[src/rtl/vga_timing_gen_pkg.sv]
// vga_pkg: shared timing constants, coordinate/colour types and named colours
// for the raster timing generator and the flag stages that consume pix_x/pix_y.
//   DEF_*           default 640x480@60 timing (25.175 MHz pixel clock)
//   coord_t         10-bit raster coordinate
//   rgb_t           6-bit RRGGBB colour
//   COL_*           named colours shared with the flag stages
//   in_window()     half-open range test lo <= v < hi
package vga_pkg;

  localparam int unsigned COORD_W     = 10;
  localparam int unsigned COORD_LIMIT = 1 << COORD_W;

  localparam int unsigned DEF_H_ACTIVE = 640;
  localparam int unsigned DEF_H_FP     = 16;
  localparam int unsigned DEF_H_SYNC   = 96;
  localparam int unsigned DEF_H_BP     = 48;
  localparam int unsigned DEF_V_ACTIVE = 480;
  localparam int unsigned DEF_V_FP     = 10;
  localparam int unsigned DEF_V_SYNC   = 2;
  localparam int unsigned DEF_V_BP     = 33;
  localparam int unsigned DEF_FRAME_W  = 8;

  localparam int unsigned DEF_H_TOTAL    = DEF_H_ACTIVE + DEF_H_FP + DEF_H_SYNC + DEF_H_BP;
  localparam int unsigned DEF_V_TOTAL    = DEF_V_ACTIVE + DEF_V_FP + DEF_V_SYNC + DEF_V_BP;
  localparam int unsigned DEF_HS_START   = DEF_H_ACTIVE + DEF_H_FP;
  localparam int unsigned DEF_HS_END     = DEF_HS_START + DEF_H_SYNC;
  localparam int unsigned DEF_VS_START   = DEF_V_ACTIVE + DEF_V_FP;
  localparam int unsigned DEF_VS_END     = DEF_VS_START + DEF_V_SYNC;

  typedef logic [COORD_W-1:0] coord_t;

  typedef struct packed {
    logic [1:0] r;
    logic [1:0] g;
    logic [1:0] b;
  } rgb_t;

  localparam rgb_t COL_BLACK  = 6'b00_00_00;
  localparam rgb_t COL_WHITE  = 6'b11_11_11;
  localparam rgb_t COL_RED    = 6'b11_00_00;
  localparam rgb_t COL_GREEN  = 6'b00_11_00;
  localparam rgb_t COL_BLUE   = 6'b00_00_11;
  localparam rgb_t COL_YELLOW = 6'b11_11_00;
  localparam rgb_t COL_ORANGE = 6'b11_01_00;

  // Zero-extend before comparing so a window ending at COORD_LIMIT still works.
  function automatic logic in_window(input coord_t v, input int unsigned lo,
                                     input int unsigned hi);
    return (32'(v) >= lo) && (32'(v) < hi);
  endfunction

endpackage

[src/rtl/vga_timing_gen_if.sv]
// vga_timing_gen_if: raster timing bundle from the generator to the flag stages.
//   pix_x/pix_y   current raster position
//   hsync/vsync   active-low syncs
//   display_on    visible-area flag
//   line_start    one-cycle pulse at pix_x==0
//   frame_start   one-cycle pulse at pix_x==0 && pix_y==0
//   frame         frame counter (FRAME_W bits)
// Modports: master (generator drives), slave (consumers read).
interface vga_timing_gen_if #(
  parameter int unsigned FRAME_W = vga_pkg::DEF_FRAME_W
) ();

  logic [vga_pkg::COORD_W-1:0] pix_x;
  logic [vga_pkg::COORD_W-1:0] pix_y;
  logic                        hsync;
  logic                        vsync;
  logic                        display_on;
  logic                        line_start;
  logic                        frame_start;
  logic [FRAME_W-1:0]          frame;

  modport master (
    output pix_x, pix_y, hsync, vsync, display_on, line_start, frame_start, frame
  );

  modport slave (
    input pix_x, pix_y, hsync, vsync, display_on, line_start, frame_start, frame
  );

endinterface

[src/rtl/vga_timing_gen_wrap_counter.sv]
// wrap_counter: modulo-(MAX+1) counter with synchronous clear.
//   clk, rst_n  clock, asynchronous active-low reset (count -> 0)
//   inc         advance by one this cycle
//   clr         synchronous clear (wins over inc)
//   count       current value, 0..MAX
//   wrap        high in the cycle where inc moves count from MAX back to 0
module wrap_counter #(
  parameter int unsigned WIDTH = 10,
  parameter int unsigned MAX   = 799
) (
  input  logic             clk,
  input  logic             rst_n,
  input  logic             inc,
  input  logic             clr,
  output logic [WIDTH-1:0] count,
  output logic             wrap
);

  assign wrap = inc && (count == WIDTH'(MAX));

  always_ff @(posedge clk or negedge rst_n) begin
    if (!rst_n) begin
      count <= '0;
    end else if (clr) begin
      count <= '0;
    end else if (inc) begin
      count <= wrap ? '0 : count + 1'b1;
    end
  end

endmodule

[src/rtl/vga_timing_gen.sv]
// vga_timing_gen: raster timing generator (default 640x480@60, 25.175 MHz).
//   clk    pixel clock
//   rst_n  asynchronous active-low reset
//   ena    advance enable; all state holds while low
//   vga    timing bundle (master modport): pix_x, pix_y, hsync, vsync,
//          display_on, line_start, frame_start, frame
// Optional macro VGA_TIMING_PIPE_EN: adds one register stage on hsync, vsync
// and display_on so they lag pix_x/pix_y by one cycle (line_start/frame_start
// are not delayed).
module vga_timing_gen
  import vga_pkg::*;
#(
  parameter int unsigned H_ACTIVE = DEF_H_ACTIVE,
  parameter int unsigned H_FP     = DEF_H_FP,
  parameter int unsigned H_SYNC   = DEF_H_SYNC,
  parameter int unsigned H_BP     = DEF_H_BP,
  parameter int unsigned V_ACTIVE = DEF_V_ACTIVE,
  parameter int unsigned V_FP     = DEF_V_FP,
  parameter int unsigned V_SYNC   = DEF_V_SYNC,
  parameter int unsigned V_BP     = DEF_V_BP,
  parameter int unsigned FRAME_W  = DEF_FRAME_W
) (
  input  logic             clk,
  input  logic             rst_n,
  input  logic             ena,
  vga_timing_gen_if.master vga
);

  localparam int unsigned H_TOTAL  = H_ACTIVE + H_FP + H_SYNC + H_BP;
  localparam int unsigned V_TOTAL  = V_ACTIVE + V_FP + V_SYNC + V_BP;
  localparam int unsigned HS_START = H_ACTIVE + H_FP;
  localparam int unsigned HS_END   = HS_START + H_SYNC;
  localparam int unsigned VS_START = V_ACTIVE + V_FP;
  localparam int unsigned VS_END   = VS_START + V_SYNC;

  if (H_TOTAL > COORD_LIMIT || V_TOTAL > COORD_LIMIT) begin : g_total_check
    $error("vga_timing_gen: H_TOTAL and V_TOTAL must not exceed 1024");
  end

  coord_t             x;
  coord_t             y;
  coord_t             x_next;
  coord_t             y_next;
  logic               x_wrap;
  logic               y_wrap;
  logic [FRAME_W-1:0] frame_q;
  logic               hs_q;
  logic               vs_q;
  logic               de_q;
  logic               x0_q;
  logic               y0_q;

  wrap_counter #(
    .WIDTH (COORD_W),
    .MAX   (H_TOTAL - 1)
  ) u_x_cnt (
    .clk   (clk),
    .rst_n (rst_n),
    .inc   (ena),
    .clr   (1'b0),
    .count (x),
    .wrap  (x_wrap)
  );

  wrap_counter #(
    .WIDTH (COORD_W),
    .MAX   (V_TOTAL - 1)
  ) u_y_cnt (
    .clk   (clk),
    .rst_n (rst_n),
    .inc   (x_wrap),
    .clr   (1'b0),
    .count (y),
    .wrap  (y_wrap)
  );

  // Position the counters will hold after this edge; decoding it into flops
  // keeps the flags aligned with pix_x/pix_y with no combinational glitches.
  always_comb begin
    x_next = x;
    y_next = y;
    if (ena) begin
      x_next = x_wrap ? '0 : x + 1'b1;
    end
    if (x_wrap) begin
      y_next = y_wrap ? '0 : y + 1'b1;
    end
  end

  // y_wrap already implies x_wrap, so it marks the frame boundary on its own.
  always_ff @(posedge clk or negedge rst_n) begin
    if (!rst_n) begin
      frame_q <= '0;
    end else if (y_wrap) begin
      frame_q <= frame_q + 1'b1;
    end
  end

  // Reset values are the decode of position (0,0).
  always_ff @(posedge clk or negedge rst_n) begin
    if (!rst_n) begin
      hs_q <= 1'b1;
      vs_q <= 1'b1;
      de_q <= 1'b1;
      x0_q <= 1'b1;
      y0_q <= 1'b1;
    end else begin
      hs_q <= !in_window(x_next, HS_START, HS_END);
      vs_q <= !in_window(y_next, VS_START, VS_END);
      de_q <= in_window(x_next, 0, H_ACTIVE) && in_window(y_next, 0, V_ACTIVE);
      x0_q <= (x_next == '0);
      y0_q <= (y_next == '0);
    end
  end

`ifdef VGA_TIMING_PIPE_EN
  logic hs_p;
  logic vs_p;
  logic de_p;

  always_ff @(posedge clk or negedge rst_n) begin
    if (!rst_n) begin
      hs_p <= 1'b1;
      vs_p <= 1'b1;
      de_p <= 1'b0;
    end else if (ena) begin
      hs_p <= hs_q;
      vs_p <= vs_q;
      de_p <= de_q;
    end
  end

  assign vga.hsync      = hs_p;
  assign vga.vsync      = vs_p;
  assign vga.display_on = de_p;
`else
  assign vga.hsync      = hs_q;
  assign vga.vsync      = vs_q;
  assign vga.display_on = de_q;
`endif

  assign vga.pix_x       = x;
  assign vga.pix_y       = y;
  assign vga.frame       = frame_q;
  assign vga.line_start  = x0_q && ena;
  assign vga.frame_start = x0_q && y0_q && ena;

endmodule

[src/flat_wrapper.sv]
// flat-port wrapper written by rule: the top's interface ports become plain ports
module vga_timing_gen_flat import vga_pkg::*;
#(
  parameter int unsigned H_ACTIVE = DEF_H_ACTIVE,
  parameter int unsigned H_FP     = DEF_H_FP,
  parameter int unsigned H_SYNC   = DEF_H_SYNC,
  parameter int unsigned H_BP     = DEF_H_BP,
  parameter int unsigned V_ACTIVE = DEF_V_ACTIVE,
  parameter int unsigned V_FP     = DEF_V_FP,
  parameter int unsigned V_SYNC   = DEF_V_SYNC,
  parameter int unsigned V_BP     = DEF_V_BP,
  parameter int unsigned FRAME_W  = DEF_FRAME_W
)
  (clk, rst_n, ena, vga_pix_x, vga_pix_y, vga_hsync, vga_vsync, vga_display_on, vga_line_start, vga_frame_start, vga_frame);
  vga_timing_gen_if #(.FRAME_W(FRAME_W)) vga_i ();
  input  logic clk;
  input  logic rst_n;
  input  logic ena;
  output wire logic [$bits(vga_i.pix_x)-1:0] vga_pix_x;
  output wire logic [$bits(vga_i.pix_y)-1:0] vga_pix_y;
  output wire logic [$bits(vga_i.hsync)-1:0] vga_hsync;
  output wire logic [$bits(vga_i.vsync)-1:0] vga_vsync;
  output wire logic [$bits(vga_i.display_on)-1:0] vga_display_on;
  output wire logic [$bits(vga_i.line_start)-1:0] vga_line_start;
  output wire logic [$bits(vga_i.frame_start)-1:0] vga_frame_start;
  output wire logic [$bits(vga_i.frame)-1:0] vga_frame;
  assign vga_pix_x = vga_i.pix_x;
  assign vga_pix_y = vga_i.pix_y;
  assign vga_hsync = vga_i.hsync;
  assign vga_vsync = vga_i.vsync;
  assign vga_display_on = vga_i.display_on;
  assign vga_line_start = vga_i.line_start;
  assign vga_frame_start = vga_i.frame_start;
  assign vga_frame = vga_i.frame;
  vga_timing_gen #(.H_ACTIVE(H_ACTIVE), .H_FP(H_FP), .H_SYNC(H_SYNC), .H_BP(H_BP), .V_ACTIVE(V_ACTIVE), .V_FP(V_FP), .V_SYNC(V_SYNC), .V_BP(V_BP), .FRAME_W(FRAME_W)) u_core (.clk(clk), .rst_n(rst_n), .ena(ena), .vga(vga_i));
endmodule
[config.mk]
export PLATFORM = sky130hd
export DESIGN_NAME = vga_timing_gen_flat
export DESIGN_NICKNAME = d
export VERILOG_FILES = /design/src/rtl/vga_timing_gen_pkg.sv /design/src/rtl/vga_timing_gen_if.sv /design/src/rtl/vga_timing_gen_wrap_counter.sv /design/src/rtl/vga_timing_gen.sv /design/src/flat_wrapper.sv
export SDC_FILE = /design/constraint.sdc
export NUM_CORES = 1
export LEC_CHECK = 0
export CAP_MARGIN = 30
export CORE_ASPECT_RATIO = 0.75
export CORE_MARGIN = 3
export CORE_UTILIZATION = 50
export DETAILED_ROUTE_END_ITERATION = 8
export PLACE_DENSITY = 0.8
export SLEW_MARGIN = 15
export SYNTH_ARGS = -nofsm -noshare
export SYNTH_HDL_FRONTEND = slang
export SYNTH_SLANG_ARGS = --single-unit
[constraint.sdc]
create_clock -name clk -period 2.4 [get_ports clk]
set_input_delay 0.48 -clock clk [delete_from_list [all_inputs] [get_ports clk]]
set_output_delay 0.48 -clock clk [all_outputs]
set_load 0.02 [all_outputs]
==> impl_metrics.tcl <==
set metrics [dict create \
    depth_of_the_worst_register_to_register_path 7 \
    cts-root-buf "clkbuf_8" \
    seq_area_frac_synth 0.4564 \
    slew_of_the_pin_with_the_lowest_slew_margin_ns 0.4729 \
    design.portCount 36 \
    total_detailed_routing_wirelength_um 4797 \
    final_antenna_net_count 0 \
    clk_path_buf_depth 2 \
    fin_cells 303 \
    standard_cell_with_the_maximum_stage_delay_on_the_critical_path "or4_1" \
    grt_start_max_net_pins 34 \
    synth_edf_count 0 \
    cts_max_level 2 \
    critical_path_arrival_ns 2.47 \
    globalRouteOverflowTotal 0 \
    antenna_found_initial 0 \
    grt_pass1_vias 1687 \
    worst_ep_required_time_ns 2.60 \
    syn-cell-area_sq_mm 0.001823 \
    avgViaCountPerCell 5.528 \
    finalCriticalPeriod_ns 2.268 \
    worstSetupPathType "flip-flop to flip-flop" \
    rsz0062_at_grt "false" \
    drive_above_1_share 0.2055 \
    fin_nets 260 \
    grt_first_pass_wirelength_um 7872 \
    sum_of_net_half_perimeters_after_detailed_placement_um 3451 \
    postSynth.asyncResetShare 1.000 \
    synth-seq-cells 33 \
    post-place-cells 295 \
    syn_area_per_cell_sq_um 9.697 \
    end_kind "flip-flop" \
    fmaxAchievable_mhz 441.0 \
    place_congestion 0.9745 \
    synth_fp_nets 195 \
    fp.dieW_um 75.73 \
    hold_path.class "flip-flop to flip-flop" \
    vias 1675 \
    count_of_endpoints_failing_setup_in_the_final_report 0 \
    maxSlewViolCount 0 \
    placed_instance_area_sq_mm 0.002427 \
    n_fill_cell 253 \
    ff_latch_area_sq_um 832.0 \
    die_y_um 58.29 \
    main_flop_type_after_synthesis "dfrtp_1" \
    finalHoldViolCount 0 \
    worst-path-max-fanout 4 \
    numPortBuffers 35 \
    floorplan.rows 18 \
    ys_top_cells_by_area "dfrtp_1 (38%), dfstp_2 (7.2%), xnor2_1 (4.8%), xor2_1 (4.8%), nand3_1 (3.6%)" \
    worst_reg_to_reg_setup_slack_ns 0.13 \
    post-synth-top-area-cell "dfrtp_1" \
    synthesis.instances 188 \
    timing.max_slew.rel_slack 0.6803 \
    run_status "completed" \
    drt-pass1-iter-count 4 \
    synth_top_area_share 0.3844 \
    startpoint_type "flip-flop" \
    track_usage 0.2407 \
    drv.max_cap_violation_count 0 \
    pwr_density_cell_mw_per_mm2 644.5 \
    layout.cell_area.non_filler_sq_mm 0.002536 \
    fp.coreArea_sq_mm 0.003401 \
    vdd.ir_drop.worst_v 0.0006839 \
    area_growth_syn_to_layout_pct 39.12 \
    cp_cell_sequence "and4bb_1 > nor4b_4 > buf_4 > nand4_1 > xnor2_2 > or4_1 > nor4_1" \
    leakagePower_nw 1.163 \
    clk_pin_slew_worst_paths_ns 0.07 \
    dieArea_sq_mm 0.004414 \
    drc_errors 0 \
    multiInputGateArea_sq_um 942.2 \
    n_antenna_cell 0 \
    drt_iter0_markers 189 \
    clkSinkCount 33 \
    clock-skew-final_ns 0.007156 \
    cp_slowest_stage_delay_ns 0.49 \
    synth_cell_type_count 44 \
    initial_utilization 0.5361 \
    tritoncts.num_buffers 5 \
    worst_skew_pair_later_pin_latency_ns 0.29 \
    yosysWarnings 0 \
    min_path_cells 1 \
    route.detailed.wl_per_inst_um 15.83 \
    tritoncts "built" \
    post-route-period-util 0.9449 \
]
==> kinds of logic after synthesis <==
group,synth area share
compound gates,0.08991
mux,0.01235
buf+inv,0.03500
flops,0.4564
xor+xnor,0.1050
fa+ha+maj,0.02745
simple gates,0.2739
==> cell usage in the layout (no fill, tap or decap), types with 6 or more instances in the layout <==
| master | instances |
|---|---|
| clkdlybuf4s50_1 | 32 |
| buf_4 | 32 |
| dfrtp_1 | 28 |
| nor2_1 | 14 |
| nand3_1 | 13 |
| nand2_1 | 13 |
| xnor2_1 | 10 |
| xor2_1 | 10 |
| o21ai_0 | 7 |
| a21oi_1 | 6 |
| inv_1 | 6 |
| nand4_1 | 6 |
| nor3_1 | 6 |
| clkbuf_8 | 6 |
==> worst paths after layout <==
path	from	end
worst max register to register	u_core.u_x_cnt.count[7]	u_core.y0_q
worst min register to register	u_core.vga.frame[7]	u_core.vga.frame[7]
worst max-delay path	u_core.u_x_cnt.count[7]	u_core.y0_q
worst min-delay path	u_core.vga.frame[7]	u_core.vga.frame[7]
min in group asynchronous	rst_n	u_core.u_y_cnt.count[0]
max in group asynchronous	rst_n	u_core.x0_q
==> where the power goes <==
part | switching [mW] | leakage [nW] | internal, mW
Sequential | 0.0789 | 0.417 | 0.611
Combinational | 0.272 | 0.701 | 0.250
Clock | 0.194 | 0.0443 | 0.227
Total | 0.546 | 1.16 | 1.09
==> sequential cells by signal, summed over array words and instances, names as in the netlist <==
signal / cells
u_core.vga.vsync: 1
u_core.u_y_cnt.count: 10
u_core.vga.frame: 8
u_core.vga.hsync: 1
u_core.x0_q: 1
u_core.vga.display_on: 1
u_core.u_x_cnt.count: 10
u_core.y0_q: 1
==> final cells by class <==
type	instances	share of cell area
Inverter	6	0.008880
Timing Repair Buffer	67	0.2329
Tap cell	50	0.02467
Multi-Input combinational cell	140	0.3715
Sequential cell	33	0.3281
Clock buffer	7	0.03404
==> Yosys cell counts, drive strengths merged (3+ instances only) <==
master / count
dfrtp: 28
nand2: 14
nand3: 14
nor2: 14
xnor2: 11
xor2: 10
a21oi: 7
clkbuf: 7
nor3: 7
o21ai: 7
inv: 6
nand4: 6
a31oi: 5
and2: 5
dfstp: 5
and3: 4
ha: 4
nor4: 4
nand4b: 3
or3: 3
or4: 3
==> stage by stage <==
step / TNS, ns / hold slack (ns) / power (mW) / setup WS [ns] / util
floorplan: 0 / 0.1844 / 0.9632 / 0.06288 / -
global placement: -1.280 / 0.4636 / 1.196 / -0.2688 / 0.7138
detailed placement: -1.597 / 0.4733 / 1.211 / -0.2916 / 0.7138
CTS: 0 / 0.4939 / 1.643 / 0.009980 / 0.7403
global route: 0 / 0.5213 / 1.728 / 0.02241 / 0.7458
finish: 0 / 0.4917 / 1.635 / 0.1324 / 0.7458
==> routing by layer <==
layer | vias to the layer above | GRT usage | part of all wire
met2 | 78 | 0.3579 | 0.45
li1 | 806 | - | -
met1 | 784 | 0.3385 | 0.46
met5 | - | 0 | 0
met3 | 7 | 0.07338 | 0.084
met4 | 0 | 0.07731 | 0.0092
==> critical path, delay by kind of cell, from the launching register on <==
family        cells  cell delay [ns]
xor+xnor          1             0.19
buf+inv           1             0.18
flops             1             0.37
simple gates      5             1.43
==> what timing repair did <==
item                                    CTS  global route
gates resized for setup                   3             3
hold buffers                              0             0
pin swaps                                 0             2
buffers inserted                          0             1
endpoints found under the setup margin    3             5
gates cloned                              0             0
No activity file was read; power rests on OpenSTA's default activity.
